<file path="config.mk">
export PLATFORM = sky130hd
export DESIGN_NAME = rca_seq_ctrl_flat
export DESIGN_NICKNAME = d
export VERILOG_FILES = /design/src/rtl/rca_seq_ctrl_if.sv /design/src/rtl/rca_seq_ctrl.sv /design/src/flat_wrapper.sv
export SDC_FILE = /design/constraint.sdc
export NUM_CORES = 1
export LEC_CHECK = 0
export ABC_AREA = 0
export CORE_ASPECT_RATIO = 1.5
export CORE_MARGIN = 2
export CORE_UTILIZATION = 57
export CTS_CLUSTER_DIAMETER = 30
export DETAILED_ROUTE_END_ITERATION = 12
export PLACE_DENSITY = 0.85
export RECOVER_POWER = 25
export SKIP_LAST_GASP = 1
export SLEW_MARGIN = 30
export SYNTH_ARGS = -nofsm -noshare
export SYNTH_HDL_FRONTEND = slang
export SYNTH_SLANG_ARGS = --single-unit
</file>
<file path="constraint.sdc">
create_clock -name clk -period 4.5 [get_ports clk]
set_input_delay 0.9 -clock clk [delete_from_list [all_inputs] [get_ports clk]]
set_output_delay 0.9 -clock clk [all_outputs]
set_load 0.05 [all_outputs]
</file>
<file path="src/rtl/rca_seq_ctrl_if.sv">
// Request/result bundle for the rca_seq_ctrl sequential adder.
// With RCA_SEQ_SUB_EN defined the bundle also carries the sub request bit.
interface rca_seq_ctrl_if #(
    parameter int unsigned N = 32
);
    logic         start;
    logic [N-1:0] a;
    logic [N-1:0] b;
`ifdef RCA_SEQ_SUB_EN
    logic         sub;
`endif
    logic         ready;
    logic         busy;
    logic         done;
    logic [N-1:0] sum;
    logic         cout;
    logic         ovf;

    // Requester side: drives operands, observes status and result
    modport master (
        output start, a, b,
`ifdef RCA_SEQ_SUB_EN
        output sub,
`endif
        input  ready, busy, done, sum, cout, ovf
    );

    // Adder side
    modport slave (
        input  start, a, b,
`ifdef RCA_SEQ_SUB_EN
        input  sub,
`endif
        output ready, busy, done, sum, cout, ovf
    );
endinterface

</file>
<file path="src/rtl/rca_seq_ctrl.sv">
// Sequential N-bit adder built from one W-bit ripple-carry slice reused
// over N/W cycles. A registered carry links the chunks.
// Optional feature macro: RCA_SEQ_SUB_EN (adds the sub input for a - b).
module rca_seq_ctrl #(
    parameter int unsigned N = 32,
    parameter int unsigned W = 8
) (
    input  logic               clk,
    input  logic               rst_n,
    rca_seq_ctrl_if.slave      bus
);
    localparam int unsigned K     = N / W;
    localparam int unsigned CNT_W = (K > 1) ? $clog2(K) : 1;

    // Reject illegal slice geometries at elaboration
    generate
        if (W < 1 || W > N || (N % W) != 0) begin : g_bad_params
            $error("rca_seq_ctrl: N must be a non-zero multiple of W");
        end
    endgenerate

    typedef enum logic [1:0] {
        S_IDLE = 2'd0,
        S_RUN  = 2'd1,
        S_DONE = 2'd2
    } state_t;

    state_t             state;
    state_t             state_nxt;
    logic               ready_nxt;
    logic               busy_nxt;
    logic               done_nxt;

    logic [N-1:0]       a_r;
    logic [N-1:0]       b_r;
    logic [N-1:0]       sum_r;
    logic [N-1:0]       sum_shift;
    logic               carry_r;
    logic [CNT_W-1:0]   cnt;
    logic               a_msb;
    logic               b_msb;
    logic [W:0]         slice;
    logic               accept;
    logic               last;
    logic [N-1:0]       b_in;
    logic               carry_init;

    assign accept = (state == S_IDLE) && bus.start;
    assign last   = (state == S_RUN) && (cnt == CNT_W'(K - 1));

    // Operand conditioning: subtraction is a + ~b + 1
`ifdef RCA_SEQ_SUB_EN
    assign b_in       = bus.sub ? ~bus.b : bus.b;
    assign carry_init = bus.sub;
`else
    assign b_in       = bus.b;
    assign carry_init = 1'b0;
`endif

    // The single W-bit ripple-carry slice
    assign slice = {1'b0, a_r[W-1:0]} + {1'b0, b_r[W-1:0]} + (W + 1)'(carry_r);

    // Slice result enters the partial sum from the MSB end
    generate
        if (W == N) begin : g_full
            assign sum_shift = slice[W-1:0];
        end else begin : g_chunk
            assign sum_shift = {slice[W-1:0], sum_r[N-1:W]};
        end
    endgenerate

    // State register plus registered status outputs
    always_ff @(posedge clk or negedge rst_n) begin
        if (!rst_n) begin
            state     <= S_IDLE;
            bus.ready <= 1'b1;
            bus.busy  <= 1'b0;
            bus.done  <= 1'b0;
        end else begin
            state     <= state_nxt;
            bus.ready <= ready_nxt;
            bus.busy  <= busy_nxt;
            bus.done  <= done_nxt;
        end
    end

    // Next-state logic
    always_comb begin
        state_nxt = state;
        case (state)
            S_IDLE:  if (bus.start) state_nxt = S_RUN;
            S_RUN:   if (last)      state_nxt = S_DONE;
            S_DONE:                 state_nxt = S_IDLE;
            default:                state_nxt = S_IDLE;
        endcase
    end

    // Status decode from the upcoming state so the outputs are registered
    always_comb begin
        ready_nxt = 1'b0;
        busy_nxt  = 1'b0;
        done_nxt  = 1'b0;
        case (state_nxt)
            S_IDLE:  ready_nxt = 1'b1;
            S_RUN:   busy_nxt  = 1'b1;
            S_DONE:  done_nxt  = 1'b1;
            default: ready_nxt = 1'b0;
        endcase
    end

    // Operand shift registers, carry, chunk counter and partial sum
    always_ff @(posedge clk or negedge rst_n) begin
        if (!rst_n) begin
            a_r     <= '0;
            b_r     <= '0;
            sum_r   <= '0;
            carry_r <= 1'b0;
            cnt     <= '0;
            a_msb   <= 1'b0;
            b_msb   <= 1'b0;
        end else if (accept) begin
            a_r     <= bus.a;
            b_r     <= b_in;
            carry_r <= carry_init;
            cnt     <= '0;
            a_msb   <= bus.a[N-1];
            b_msb   <= b_in[N-1];
        end else if (state == S_RUN) begin
            a_r     <= a_r >> W;
            b_r     <= b_r >> W;
            sum_r   <= sum_shift;
            carry_r <= slice[W];
            cnt     <= cnt + CNT_W'(1);
        end
    end

    // Visible result: updated only on the final chunk edge
    always_ff @(posedge clk or negedge rst_n) begin
        if (!rst_n) begin
            bus.sum  <= '0;
            bus.cout <= 1'b0;
            bus.ovf  <= 1'b0;
        end else if (last) begin
            bus.sum  <= sum_shift;
            bus.cout <= slice[W];
            bus.ovf  <= (a_msb == b_msb) && (sum_shift[N-1] != a_msb);
        end
    end
endmodule

</file>
<file path="src/flat_wrapper.sv">
// flat-port wrapper written by rule: the top's interface ports become plain ports
module rca_seq_ctrl_flat 
#(
    parameter int unsigned N = 32,
    parameter int unsigned W = 8
)
  (clk, rst_n, bus_start, bus_a, bus_b, bus_ready, bus_busy, bus_done, bus_sum, bus_cout, bus_ovf);
  rca_seq_ctrl_if #(.N(N)) bus_i ();
  input  logic clk;
  input  logic rst_n;
  input wire logic [$bits(bus_i.start)-1:0] bus_start;
  input wire logic [$bits(bus_i.a)-1:0] bus_a;
  input wire logic [$bits(bus_i.b)-1:0] bus_b;
  output wire logic [$bits(bus_i.ready)-1:0] bus_ready;
  output wire logic [$bits(bus_i.busy)-1:0] bus_busy;
  output wire logic [$bits(bus_i.done)-1:0] bus_done;
  output wire logic [$bits(bus_i.sum)-1:0] bus_sum;
  output wire logic [$bits(bus_i.cout)-1:0] bus_cout;
  output wire logic [$bits(bus_i.ovf)-1:0] bus_ovf;
  assign bus_i.start = bus_start;
  assign bus_i.a = bus_a;
  assign bus_i.b = bus_b;
  assign bus_ready = bus_i.ready;
  assign bus_busy = bus_i.busy;
  assign bus_done = bus_i.done;
  assign bus_sum = bus_i.sum;
  assign bus_cout = bus_i.cout;
  assign bus_ovf = bus_i.ovf;
  rca_seq_ctrl #(.N(N), .W(W)) u_core (.clk(clk), .rst_n(rst_n), .bus(bus_i));
endmodule
</file>
Word-level counts from Yosys, hierarchy flattened
Cells that the tools add are included.
W data, S select, Z words.
{"block": "classes", "addsub": 3, "mul": 0, "div_mod_pow": 0, "order_cmp": 0, "eq_ne": 6, "shifts": 0, "mux": 14, "n_bitwise": 1, "n_reduce_logical": 7}
{"operator": "$mux W32", "n": 4}
{"operator": "$add A8 B8 Y9", "n": 1}
{"operator": "$add A9 B1 Y9", "n": 1}
{"operator": "$mux W2", "n": 4}
{"operator": "$mux W1", "n": 5}
{"operator": "$eq A2 B1 Y1 const B", "n": 2}
{"operator": "$eq A2 B2 Y1 const B", "n": 2}
{"operator": "$logic_not A2 Y1", "n": 2}
{"operator": "$pmux W2 S2", "n": 1}
{"operator": "$logic_and A1 B1 Y1", "n": 3}
{"operator": "$add A2 B1 Y2 const B", "n": 1}
{"operator": "$reduce_and A2 Y1", "n": 1}
{"operator": "$reduce_bool A2 Y1", "n": 1}
{"operator": "$eq A1 B1 Y1", "n": 1}
{"operator": "$ne A1 B1 Y1", "n": 1}
{"operator": "$not A1 Y1", "n": 1}
{"block": "word_totals", "register_bits": 140, "latchBits": 0, "ramBits": 0, "rom_bits": 0, "input_bits": 67, "output_inout_bits": 37, "wordCells": 45, "n_memories": 0}

Depth between registers and ports, before layout
Gate-level depths: netlist (run 1).
{"block": "depth", "word_depth": 6, "ltp_mapped": 8, "depth_no_buf": 7}

Worst setup path after synthesis (run 1)
Ideal clock, no wire load.
{"block": "synth_path", "path_kind": "register to register", "startpoint": "register u_core.carry_r", "endpoint": "register u_core.bus.cout", "setup_ns": 0.129, "t_arrival_ns": 2.205, "required_time_ns": 4.371, "slack_ns": 2.165, "stages_incl_launch_ff": 8, "n_path_buf": 0, "synth_period_minus_slack_ns": 2.335, "path_cell_list": "dfrtp_1 fa_1 fa_1 a21o_1 a21oi_1 o21ai_1 o211a_1 o41a_1"}
{"block": "synth_via", "elab_chain_cells": 1}
{"item": "start: declaration", "line": "rca_seq_ctrl.sv:38", "source": "logic carry_r;"}
{"item": "start signal: assignment", "line": "rca_seq_ctrl.sv:124", "source": "carry_r <= carry_init;"}
{"item": "start signal: assignment", "line": "rca_seq_ctrl.sv:132", "source": "carry_r <= slice[W];"}
{"item": "$add A9 B1 Y9", "line": "rca_seq_ctrl.sv:61", "source": "assign slice = {1'b0, a_r[W-1:0]} + {1'b0, b_r[W-1:0]} + (W + 1)'(carry_r);"}
{"item": "end signal: assignment", "line": "rca_seq_ctrl.sv:145", "source": "bus.cout <= slice[W];"}
{"item": "end: declaration", "line": "rca_seq_ctrl_if.sv:34", "source": "output ready, busy, done, sum, cout, ovf"}
No other way between the ends.
A chain may end at the register's enable or synchronous reset.

==> results of run 1 <==
## metal layers
layer | wire [µm] | global-route usage (%)
met1 | 5500 | 31.5
met5 | 0 | 0
met2 | 7820 | 47.7
met3 | 671 | 7.02
met4 | 503 | 12.1
## cells in the mapped netlist, drive strengths merged
| master | instances | share of area (%) |
|---|---|---|
| nand2 | 149 | 9.5 |
| o211ai | 2 | 0.34 |
| and3 | 1 | 0.19 |
| a22o | 17 | 2.5 |
| o21a | 1 | 0.13 |
| or4 | 1 | 0.13 |
| o21ai | 63 | 5.4 |
| dfrtp | 131 | 56 |
| nor2 | 7 | 0.45 |
| o41a | 1 | 0.19 |
| or2 | 1 | 0.11 |
| a21oi | 56 | 4.8 |
| fa | 2 | 0.68 |
| o31ai | 2 | 0.26 |
| mux2 | 2 | 0.38 |
| o211a | 1 | 0.17 |
| a22oi | 48 | 6.1 |
| o21bai | 3 | 0.38 |
| a21o | 2 | 0.28 |
| xor2 | 2 | 0.30 |
| a211oi | 2 | 0.34 |
| a31oi | 1 | 0.11 |
| buf | 12 | 0.94 |
| xnor2 | 2 | 0.30 |
| nor3b | 1 | 0.21 |
| inv | 3 | 0.19 |
| dfstp | 1 | 0.45 |
| nand2b | 1 | 0.11 |
| clkbuf | 31 | 2.0 |
| ha | 8 | 1.7 |
| nor2b | 50 | 5.3 |
## flip-flops by register name (all words and copies together) (netlist names), 2 cells and up
register / count
u_core.state: 2
u_core.bus.sum: 32
u_core.sum_r: 24
u_core.cnt: 2
u_core.b_r: 32
u_core.a_r: 32
## cell type report
type	instances	area, µm²	area share [%]
flip-flops and latches	132	3310	43.4
multi-input cells	426	2410	31.6
repair buffers	110	1090	14.4
clock buffers	24	482	6.32
clock inverters	8	171	2.25
well taps	117	146	1.92
inverters	3	11.3	0.148
## path summary, 6_finish.rpt
path,start,endpoint,depth (start not counted)
hold / removal,u_core.sum_r[11],u_core.bus.sum[3],2
setup / recovery,rst_n,u_core.state[1],1
hold reg to reg,u_core.sum_r[11],u_core.bus.sum[3],2
setup reg to reg,u_core.b_r[0],u_core.bus.sum[30],7
min in group asynchronous,rst_n,u_core.state[1],1
max in group clk,u_core.bus.ready,bus_ready,1
## layout by cell type (no fill, tap or decap), types with 2 or more instances in the layout
cell type / synthesis / layout
mux2_2: 2 / 2
o21ai_1: 2 / 2
nand2_1: 149 / 149
o21ai_0: 61 / 61
nor2b_1: 50 / 48
nor2_1: 7 / 7
xor2_1: 2 / 2
nor2b_4: 0 / 2
a22oi_1: 48 / 48
bufinv_16: 0 / 5
clkbuf_8: 0 / 3
buf_4: 0 / 6
inv_1: 3 / 3
o31ai_1: 2 / 2
a22o_1: 17 / 17
a21oi_1: 55 / 55
clkbuf_1: 31 / 4
o21bai_1: 3 / 2
ha_1: 8 / 8
dfrtp_1: 131 / 130
clkdlybuf4s50_1: 0 / 101
clkbuf_16: 0 / 17
xnor2_1: 2 / 2
fa_1: 2 / 2
## cells by family after synthesis
family                     synth area share [%]
adders and majority gates                  2.39
and+or+nand+nor                            16.1
DFF                                        56.3
buffers and inverters                      3.11
muxes                                     0.384
AOI/OAI and AO/OA                          21.1
xor gates and xnor gates                  0.598
## power breakdown
| part | leakage, µW | internal [µW] | switching (µW) | total, µW |
|---|---|---|---|---|
| clock | 0.000315 | 1030 | 488 | 1520 |
| combinational | 0.00146 | 844 | 1510 | 2360 |
| sequential | 0.00171 | 1680 | 368 | 2040 |
| total | 0.00349 | 3550 | 2370 | 5920 |
## per-stage QoR
step,utilization (%),cells
CTS,75.3,819
global placement,68.8,787
global route,75.6,820
finish,75.6,820
detailed placement,68.8,787
floorplan,-,604
==> flow_summary_export.csv, run 1 <==
group,metric,value,unit
sta,finalSetupViolCount,0,
global_routing,grt.overflow.total,0,
sta,period_needed,2.88,ns
sta,rsz0062_at_grt,"false",
sta,slew_viol_final,105,
flow_run,cap_viol_max_count,1,
routing,wl,14500,µm
sta,tns,0,ns
placed_design,place_hpwl,9120,µm
worst_setup_path,worstPathCellList,"clkbuf_2",
global_routing,grt_pass1_wl,23600,µm
clock_tree,cts_tree,"done",
pwr,power.leakage,0.00349,µW
sta,max_clock_freq,0.347,GHz
worst_setup_path,cp_max_fo,104,
sta,timing.final.crit_share,64.0,%
routing,viasPerCell,6.00,
logic_synthesis,syn_avg_cell_area,9.71,µm²
placed_design,io_buffers,103,
pwr,powerDensity,777,nW/µm²
sta,skew,0.00859,ns
layout,syn2layout_area_growth,29.9,%
worst_setup_path,endpoint_kind,"asynchronous set/reset pin",
routing,first_pass_iters,5,
global_routing,grt_pass1_vias,4976,
placed_design,dpl_cell_area,6930,µm²
clock_tree,root_buffer,"clkbuf_16",
routing,ant_nets,0,
worst_setup_path,max_stage_delay,1.76,ns
worst_setup_path,path_class,"in -> async",
worst_setup_path,required,4.29,ns
floorplan,die_y,128,µm
clock_tree,numCtsBuffers,17,
sta,holdWs,0.465,ns
layout,antenna_cells,0,
floorplan,io-pin-count,104,
clock_tree,cts.repair.resized,0,
worst_setup_path,crit_arrival,2.67,ns
routing,post-route-drc-count,0,
worst_setup_path,startpoint_type,"input port",
logic_synthesis,ys.warnings.count,0,
clock_tree,clock-sinks,132,
sta,tightest_slew,2.53,ns
layout,final_area,7620,µm²
routing,wire_per_inst,17.7,µm
clock_tree,cts.reportedPaths.clkPinSlew,0.06,ns
routing,via_count,4923,
logic_synthesis,yosysSeqAreaShare,56.3,%
clock_tree,insertion_delay,0.42,ns
global_routing,antenna_found_initial,0,
floorplan,die_w,86.8,µm
logic_synthesis,synthDistinctLibCells,37,
sta,fin_ws,1.62,ns
sta,slew_headroom,-68.9,%
placed_design,dp_slack,1.40,ns
run_status,status,"finished with violations",
routing,drtIter0Drc,360,
clock_tree,cts_max_level,4,
logic_synthesis,syn_area,5860,µm²
sta,hold_viol_final,0,
placed_design,gp_congestion,0.825,
logic_synthesis,syn_nets,681,
worst_setup_path,slowest_stage,"clkbuf_2",
clock_tree,clock_path_buffers,2,
floorplan,start_util,58.2,%
floorplan,rows,45,
worst_setup_path,crit_buf_inv,1,
layout,final_layout_size_suffix_gt1_share,7.25,%
min_path,worstHoldPathType,"reg -> reg",
logic_synthesis,ys_ff_latch,132,
global_routing,grt_start_max_net_pins,105,
worst_setup_path,critPathTopFamily,"buffers and inverters",
logic_synthesis,synthCells,604,
pwr,ir_drop,426,µV
clock_tree,cts.hold.buffers_added,0,
clock_tree,cts_setup_buffers,0,
layout,fill_cells,668,
floorplan,dieArea,11100,µm²
global_routing,grt_usage,27.5,%
worst_setup_path,rrSetupSlack,1.90,ns
pwr,total_power,5920,µW
floorplan,coreArea,10100,µm²
run_status,violations,"max-capacitance violations, max-slew violations",
layout,nets,767,
(Power assumes the default switching activity.)
==> run 2, diff against run 1 <==
--- a/config.mk
+++ b/config.mk
@@ -8,10 +8,10 @@
 export ABC_AREA = 0
 export CORE_ASPECT_RATIO = 1.5
 export CORE_MARGIN = 2
-export CORE_UTILIZATION = 57
+export CORE_UTILIZATION = 48
 export CTS_CLUSTER_DIAMETER = 30
 export DETAILED_ROUTE_END_ITERATION = 12
-export PLACE_DENSITY = 0.85
+export PLACE_DENSITY = 0.77
 export RECOVER_POWER = 25
 export SKIP_LAST_GASP = 1
 export SLEW_MARGIN = 30
==> constraint.sdc (replaced) <==
create_clock -name clk -period 2.5 [get_ports clk]
set_input_delay 0.5 -clock clk [delete_from_list [all_inputs] [get_ports clk]]
set_output_delay 0.5 -clock clk [all_outputs]
set_load 0.05 [all_outputs]
==> flow_summary_export.csv, run 2 (same netlist as run 1, synthesis figures left out) <==
group,metric,value,unit
floorplan,start_util,49.1,%
sta,max_clock_freq,0.419,GHz
pwr,powerDensity,1340,nW/µm²
sta,hold_viol_final,0,
clock_tree,clock-sinks,132,
flow_run,cap_viol_max_count,1,
routing,viasPerCell,5.64,
routing,via_count,4872,
sta,slew_headroom,-12.9,%
routing,routed.top_layer,"met4",
clock_tree,cts_tree,"done",
clock_tree,root_buffer,"clkbuf_16",
sta,rsz0062_at_grt,"false",
worst_setup_path,required,2.79,ns
clock_tree,numCtsBuffers,17,
floorplan,die_y,139,µm
layout,antenna_cells,0,
placed_design,place_hpwl,9840,µm
routing,route.met2.wl,7440,µm
global_routing,antenna_found_initial,0,
sta,slew_viol_final,67,
layout,layout_commonest_cell,"nand2_1",
clock_tree,cts.hold.buffers_added,0,
clock_tree,cts_setup_buffers,0,
worst_setup_path,endpoint_kind,"register",
clock_tree,cts.repair.resized,0,
worst_setup_path,cp_max_fo,4,
pwr,total_power,10300,µW
run_status,violations,"max-capacitance violations, max-slew violations",
layout,nets,779,
sta,tightest_slew,1.69,ns
global_routing,grt.overflow.total,0,
worst_setup_path,max_stage_delay,0.48,ns
routing,drtIter0Drc,229,
worst_setup_path,crit_arrival,2.68,ns
floorplan,rows,49,
worst_setup_path,slowest_stage,"fa_1",
global_routing,grt_usage,23.0,%
global_routing,grt_pass1_vias,4801,
routing,ant_nets,0,
routing,first_pass_iters,4,
placed_design,gp_congestion,0.865,
pwr,ir_drop,656,µV
sta,finalSetupViolCount,0,
routing,drt-met1-wl,5650,µm
routing,post-route-drc-count,0,
routing,wire_per_inst,16.5,µm
worst_setup_path,startpoint_type,"register",
run_status,status,"finished with violations",
floorplan,dieArea,13100,µm²
routing,routed-wl-met3,619,µm
pwr,power.leakage,0.00351,µW
floorplan,die_w,94.3,µm
clock_tree,clock_path_buffers,2,
worst_setup_path,worstPathCellList,"fa_1, fa_1, a21o_1, a21oi_2, o21ai_1, o211a_1, o41a_1",
routing,wl,14200,µm
layout,top_regs,"u_core.a_r (32), u_core.b_r (32), u_core.bus.sum (32)",
worst_setup_path,path_class,"reg -> reg",
sta,skew,0.00885,ns
sta,tns,0,ns
clock_tree,insertion_delay,0.41,ns
layout,layout_common_cells,"149 x nand2_1, 130 x dfrtp_1, 101 x clkdlybuf4s50_1",
floorplan,coreArea,12000,µm²
layout,syn2layout_area_growth,30.7,%
floorplan,io-pin-count,104,
min_path,worstHoldPathType,"reg -> reg",
worst_setup_path,crit_top_cell,"fa_1",
global_routing,grt_start_max_net_pins,68,
clock_tree,cts.reportedPaths.clkPinSlew,0.05,ns
placed_design,io_buffers,103,
sta,holdWs,0.467,ns
layout,final_layout_size_suffix_gt1_share,8.72,%
sta,period_needed,2.39,ns
clock_tree,cts_max_level,4,
sta,timing.final.crit_share,95.5,%
global_routing,grt_pass1_wl,23500,µm
[run 2: cell types whose count changed in the layout (fill, tap and decap cells not counted), sizes merged]
cell,previous run,this run
clkinv,2,3
clkbuf,25,24
bufinv,5,1
buf,8,20
[run 2: final timing paths]
path	start	endpoint	slack, ns	cells after the start
min reg2reg	u_core.sum_r[12]	u_core.bus.sum[4]	0.47	2
max	u_core.carry_r	u_core.bus.cout	0.11	7
min in group asynchronous	rst_n	u_core.bus.sum[31]	0.53	1
max reg2reg	u_core.carry_r	u_core.bus.cout	0.11	7
min	u_core.sum_r[12]	u_core.bus.sum[4]	0.47	2
max in group asynchronous	rst_n	u_core.state[1]	0.86	1
[run 2: stage by stage]
step,utilization [%],instances,setup WS [ns],cell area [µm²]
floorplan,-,604,0.165,5860
global placement,59.3,835,0.0928,7090
detailed placement,59.5,836,0.0467,7120
CTS,64.0,864,0.0357,7660
global route,64.1,864,0.0187,7660
finish,64.1,864,0.112,7660
[run 2: layer usage]
| metal | GRT usage [%] | vias up |
|---|---|---|
| met4 | 12.1 | 0 |
| li1 | - | 2280 |
| met2 | 37.4 | 164 |
| met3 | 4.06 | 35 |
| met5 | 0 | - |
| met1 | 29.0 | 2393 |
[run 2: critical path, delay by kind of cell (launching register included)]
family                   cells  cell delay [ns]
adder cells (fa/ha/maj)      2             0.91
flip-flops                   1             0.40
AO/OA/AOI/OAI                5             0.96
[run 2: cell type report]
type | instances | area, µm²
flip-flops and latches | 132 | 3310
well taps | 153 | 191
clock buffers | 23 | 488
repair buffers | 122 | 1210
clock inverters | 5 | 52.6
inverters | 3 | 11.3
multi-input cells | 426 | 2400
fillers | 971 | 4290
[run 2: power by group]
part | leakage [µW] | switching, µW | internal (µW)
sequential | 0.00171 | 665 | 3020
clock | 0.000267 | 839 | 1440
combinational | 0.00153 | 2700 | 1620
==> RTL edit 1 (config.mk and constraints of run 2) <==
`W` is set to 8 in 2 places; all go to 16.
--- a/src/rtl/rca_seq_ctrl.sv
+++ b/src/rtl/rca_seq_ctrl.sv
@@ -4,5 +4,5 @@
 module rca_seq_ctrl #(
     parameter int unsigned N = 32,
-    parameter int unsigned W = 8
+    parameter int unsigned W = 16
 ) (
     input  logic               clk,
--- a/src/flat_wrapper.sv
+++ b/src/flat_wrapper.sv
@@ -3,5 +3,5 @@
 #(
     parameter int unsigned N = 32,
-    parameter int unsigned W = 8
+    parameter int unsigned W = 16
 )
   (clk, rst_n, bus_start, bus_a, bus_b, bus_ready, bus_busy, bus_done, bus_sum, bus_cout, bus_ovf);
Check against the original RTL: not equivalent (a bounded check fails within 4 cycles, from zero or initial values and one cycle with rst_n low).
==> RTL edit 1 against run 2 <==
- the run ends with capacitance limit, slew limit, setup timing left
- sequential cell count fell by 9
- power is 9.5% higher
- cell area shrank 0.77%
- clock skew is essentially flat
- routed wire length shrank 2.2%
- first-iteration DRC count is 7.9% higher
- count of clock-buffer cells in the layout shrank 1
- synthesized cell count fell by 15%
- core utilization is 2.2 points higher
- synthesized area fell by 4.1%
- setup slack lost 0.16 ns
- non-clock buffer count increased by 9
- global-route usage decreased by 0.37 points
- largest cell class unchanged
- largest power group unchanged
==> RTL edit 1: results (changes against run 2) <==
.. list-table::
   :header-rows: 1

   * - Metric
     - Value
   * - Synthesized Nets
     - 595 (-13%)
   * - Main area contributors after synthesis
     - dfrtp_1 (54%), o21ai_0 (5.5%), a22o_1 (5.0%)
   * - Number of placed instances with taps included
     - 755 (-9.7%)
   * - Status
     - finished with violations
   * - Leakage power total
     - 3.36 nW (-4.1%)
   * - DR iter-0 viols
     - 247 (+7.9%)
   * - Final count of pins violating max slew
     - 124 (+85%)
   * - Aggregate routed wire length
     - 13900 um (-2.2%)
   * - Failing checks
     - capacitance limit, slew limit, setup timing
   * - Post-synthesis share of cell area spent on xor and xnor gates
     - 0.0218 (+0.0158)
   * - Max stage delay cell, worst path
     - fa_2
   * - Largest stage delay on the critical path
     - 0.45 ns (-0.03 ns)
   * - Compound-cell area share of the yosys netlist
     - 0.231 (+0.0197)
   * - Commonest cells in the netlist
     - dfrtp_1 (122), o21ai_0 (62), nand2_1 (43)
   * - Final count of negative-setup-slack endpoints
     - 5 (+5)
   * - Fraction of final layout cells with drive strength greater than 1
     - 0.152 (+0.0646)
   * - Arrival time of the worst setup path
     - 2.82 ns (+0.14 ns)
   * - Final setup margin
     - -0.0444 ns (-0.156 ns)
   * - Worst slack at placement
     - -0.134 ns (-0.181 ns)
   * - Actual slew at the worst max-slew pin
     - 1.64 ns (-0.0514 ns)
   * - Total Neg Setup Slack
     - -0.147 ns (-0.147 ns)
   * - NetSw
     - 4.58 mW (+8.9%)
   * - Max-capacitance violation count
     - 1 (unchanged)
   * - Standard cell area after detailed placement
     - 6910 um2 (-2.9%)
   * - Final non-filler cell total
     - 789 (-8.7%)
   * - Pre-Repair DR Iteration Count
     - 5 (+1)
   * - Last weighted congestion value of the routability-driven placer
     - 0.911 (+5.3%)
==> RTL edit 1: changes by cell type in the layout (fill, tap and decap cells not counted), sizes merged, moves of 9 or more <==
cell	change
a21oi	-18
dfrtp	-9
nand2	-106
a22oi	-15
nor2b	-15
a22o	+15
mux2	+18
==> RTL edit 1: what timing repair did <==
item | CTS | global route
resized for setup | 6 | 11
gates cloned | 0 | 0
hold endpoints to repair | 0 | 0
buffers inserted | 2 | 0
setup endpoints to repair | 12 | 14
pin swaps | 12 | 15
==> RTL edit 1: worst paths after layout <==
kind                                   from            endpoint  slack, ns  cells past startpoint
max                          u_core.carry_r    u_core.sum_r[24]      -0.04                     10
min                        u_core.sum_r[25]    u_core.sum_r[25]       0.47                      2
max reg2reg                  u_core.carry_r    u_core.sum_r[24]      -0.04                     10
min reg2reg                u_core.sum_r[25]    u_core.sum_r[25]       0.47                      2
max in group asynchronous             rst_n  u_core.bus.sum[30]       0.83                      2
min in group asynchronous             rst_n      u_core.b_r[30]       0.58                      2
==> RTL edit 1: layer usage <==
| metal | vias to the layer above | routed length, um | share of wire | track usage |
|---|---|---|---|---|
| met5 | - | 0 | 0 | 0 |
| met4 | 0 | 597 | 0.043 | 0.118 |
| met3 | 42 | 622 | 0.045 | 0.0485 |
| met2 | 176 | 7120 | 0.51 | 0.379 |
| li1 | 2096 | - | - | - |
| met1 | 2273 | 5580 | 0.40 | 0.275 |
==> RTL edit 1: cell type report <==
class                   count  area (um2)
fillers                   863        3870
flip-flops and latches    123        3080
multi-input cells         347        2440
repair buffers            131        1240
clock buffers              22         464
well taps                 150         188
clock inverters            10         165
inverters                   6        22.5
==> RTL edit 2 (config.mk and constraints of run 2) <==
Made on the original files. Make the reset (`rst_n`) synchronous in 3 clocked blocks.
--- a/src/rtl/rca_seq_ctrl.sv
+++ b/src/rtl/rca_seq_ctrl.sv
@@ -71,5 +71,5 @@
 
     // State register plus registered status outputs
-    always_ff @(posedge clk or negedge rst_n) begin
+    always_ff @(posedge clk) begin
         if (!rst_n) begin
             state     <= S_IDLE;
@@ -110,5 +110,5 @@
 
     // Operand shift registers, carry, chunk counter and partial sum
-    always_ff @(posedge clk or negedge rst_n) begin
+    always_ff @(posedge clk) begin
         if (!rst_n) begin
             a_r     <= '0;
@@ -136,5 +136,5 @@
 
     // Visible result: updated only on the final chunk edge
-    always_ff @(posedge clk or negedge rst_n) begin
+    always_ff @(posedge clk) begin
         if (!rst_n) begin
             bus.sum  <= '0;
Function: differs if rst_n is asserted again (counterexample within 4 cycles, from zero or initial values and one cycle with rst_n low); with rst_n held inactive, the same outputs for 10 cycles.
==> RTL edit 2 against run 2 <==
- setup slack gained 0.089 ns
- synthesized area shrank 13%
- clock skew shrank 0.0027 ns
- cell count shrank 5.3%
- cell area shrank 10%
- critical path depth is the same
- routed wire length shrank 21%
- sequential cell count is the same
- core utilization grew 1.7 points
- critical path type unchanged
- highest routed layer unchanged
Power is not compared: it rests on default switching activity, and its combinational part moved more than twofold at a synthesized area within 25%.
==> RTL edit 2: results (changes against run 2) <==
.. list-table::
   :header-rows: 1

   * - Metric
     - Value
   * - Status
     - finished, final reports clean
   * - Number of inserted diodes
     - 0 (unchanged)
   * - Number of fill cells in the layout
     - 883 (-9.1%)
   * - Clock Skew
     - 0.00616 ns (-0.00269 ns)
   * - Async set-or-reset flop fraction in the synthesized netlist
     - 0 (-1.00)
   * - Largest net degree at the start of global routing
     - 65 (-4.4%)
   * - Arrival time of the worst setup path
     - 2.59 ns (-0.09 ns)
   * - Achievable clock frequency
     - 435 MHz (+3.9%)
   * - Number of distinct standard cells referenced by the synthesized netlist
     - 36 (-2.7%)
   * - Global routing met2 resource utilization
     - 0.362 (-0.0121)
   * - Worst slack at placement
     - 0.253 ns (+0.206 ns)
   * - Vias
     - 4177 (-14%)
   * - Initial antenna violation count
     - 0 (unchanged)
   * - Cell depth of the worst min-delay path
     - 2 (unchanged)
   * - Commonest cells in the netlist
     - nand2_1 (158), dfxtp_1 (132), a21oi_1 (56)
   * - Post-Route M1 WL
     - 4360 um (-23%)
   * - Origin of the critical flop-to-flop path
     - u_core.carry_r
   * - Standard cell area after detailed placement
     - 6260 um2 (-12%)
   * - GRT Util Overall
     - 0.204 (-0.0253)
   * - Routed wire per std cell
     - 13.7 um (-17%)
   * - Global-route wire length before repair
     - 18200 um (-22%)
   * - Slack of the worst reg-to-reg path
     - 0.20 ns (+0.09 ns)
   * - Number of nets in the final layout
     - 739 (-5.1%)
   * - Met1 track demand over resource
     - 0.222 (-0.0676)
   * - Post-Synthesis Mean Instance Area
     - 8.95 um2 (-7.8%)
   * - Worst hold path endpoint
     - u_core.bus.sum[6]
   * - Number of placed instances with taps included
     - 787 (-5.9%)
   * - Number of levels in the clock H-tree
     - 4 (unchanged)
   * - Fraction of final layout cells with drive strength greater than 1
     - 0.0697 (-0.0175)
   * - Worst hold slack
     - 0.450 ns (-0.0172 ns)
   * - Last weighted congestion value of the routability-driven placer
     - 0.844 (-2.5%)
   * - Largest driver fanout on the critical path
     - 3 (-1)
   * - Main area contributors after synthesis
     - dfxtp_1 (52%), nand2_1 (12%), mux2i_1 (9.8%)
   * - Sequential Area
     - 2640 um2 (-20%)
   * - Most used flip-flop cell after synthesis
     - dfxtp_1
   * - GR Layer Usage met3
     - 0.0588 (+0.0182)
   * - Met2 WL post-DR
     - 5970 um (-20%)
   * - Post-detail-place hpwl
     - 7730 um (-21%)
   * - Pre-Repair DR Iteration Count
     - 5 (+1)
   * - Average via count per standard cell
     - 5.11 (-9.4%)
   * - Sequential area share after synthesis
     - 0.520 (-0.0438)
   * - Via count of the first global-routing pass
     - 4019 (-16%)
   * - Synthesized Nets
     - 645 (-5.3%)
   * - Worst hold start
     - u_core.bus.sum[6]
[RTL edit 2: changes by cell type after synthesis, sizes merged, moves of 9 or more]
cell	before	now
dfxtp	0	132
dfrtp	131	0
mux2i	0	50
a22oi	48	0
nor2b	50	2
nor2	7	19
o21ai	63	52
clkbuf	31	21
nand2	149	158
[RTL edit 2: area by class of cell]
cell class / count / area share
tap: 144 / 0.0262
multi-input combinational: 396 / 0.332
timing repair buffer: 113 / 0.166
clock inverter: 9 / 0.0220
inverter: 2 / 0.00109
clock buffer: 22 / 0.0689
sequential: 132 / 0.384
[RTL edit 2: kinds of logic (layout without fill, tap and decap cells)]
logic type / count (synthesis) / count (layout) / synth area share
compound gates: 141 / 141 / 0.164
xor+xnor: 6 / 6 / 0.0103
fa+ha+maj: 10 / 10 / 0.0276
buf+inv: 40 / 146 / 0.0330
flops: 132 / 132 / 0.520
mux: 50 / 50 / 0.0984
simple gates: 189 / 189 / 0.147
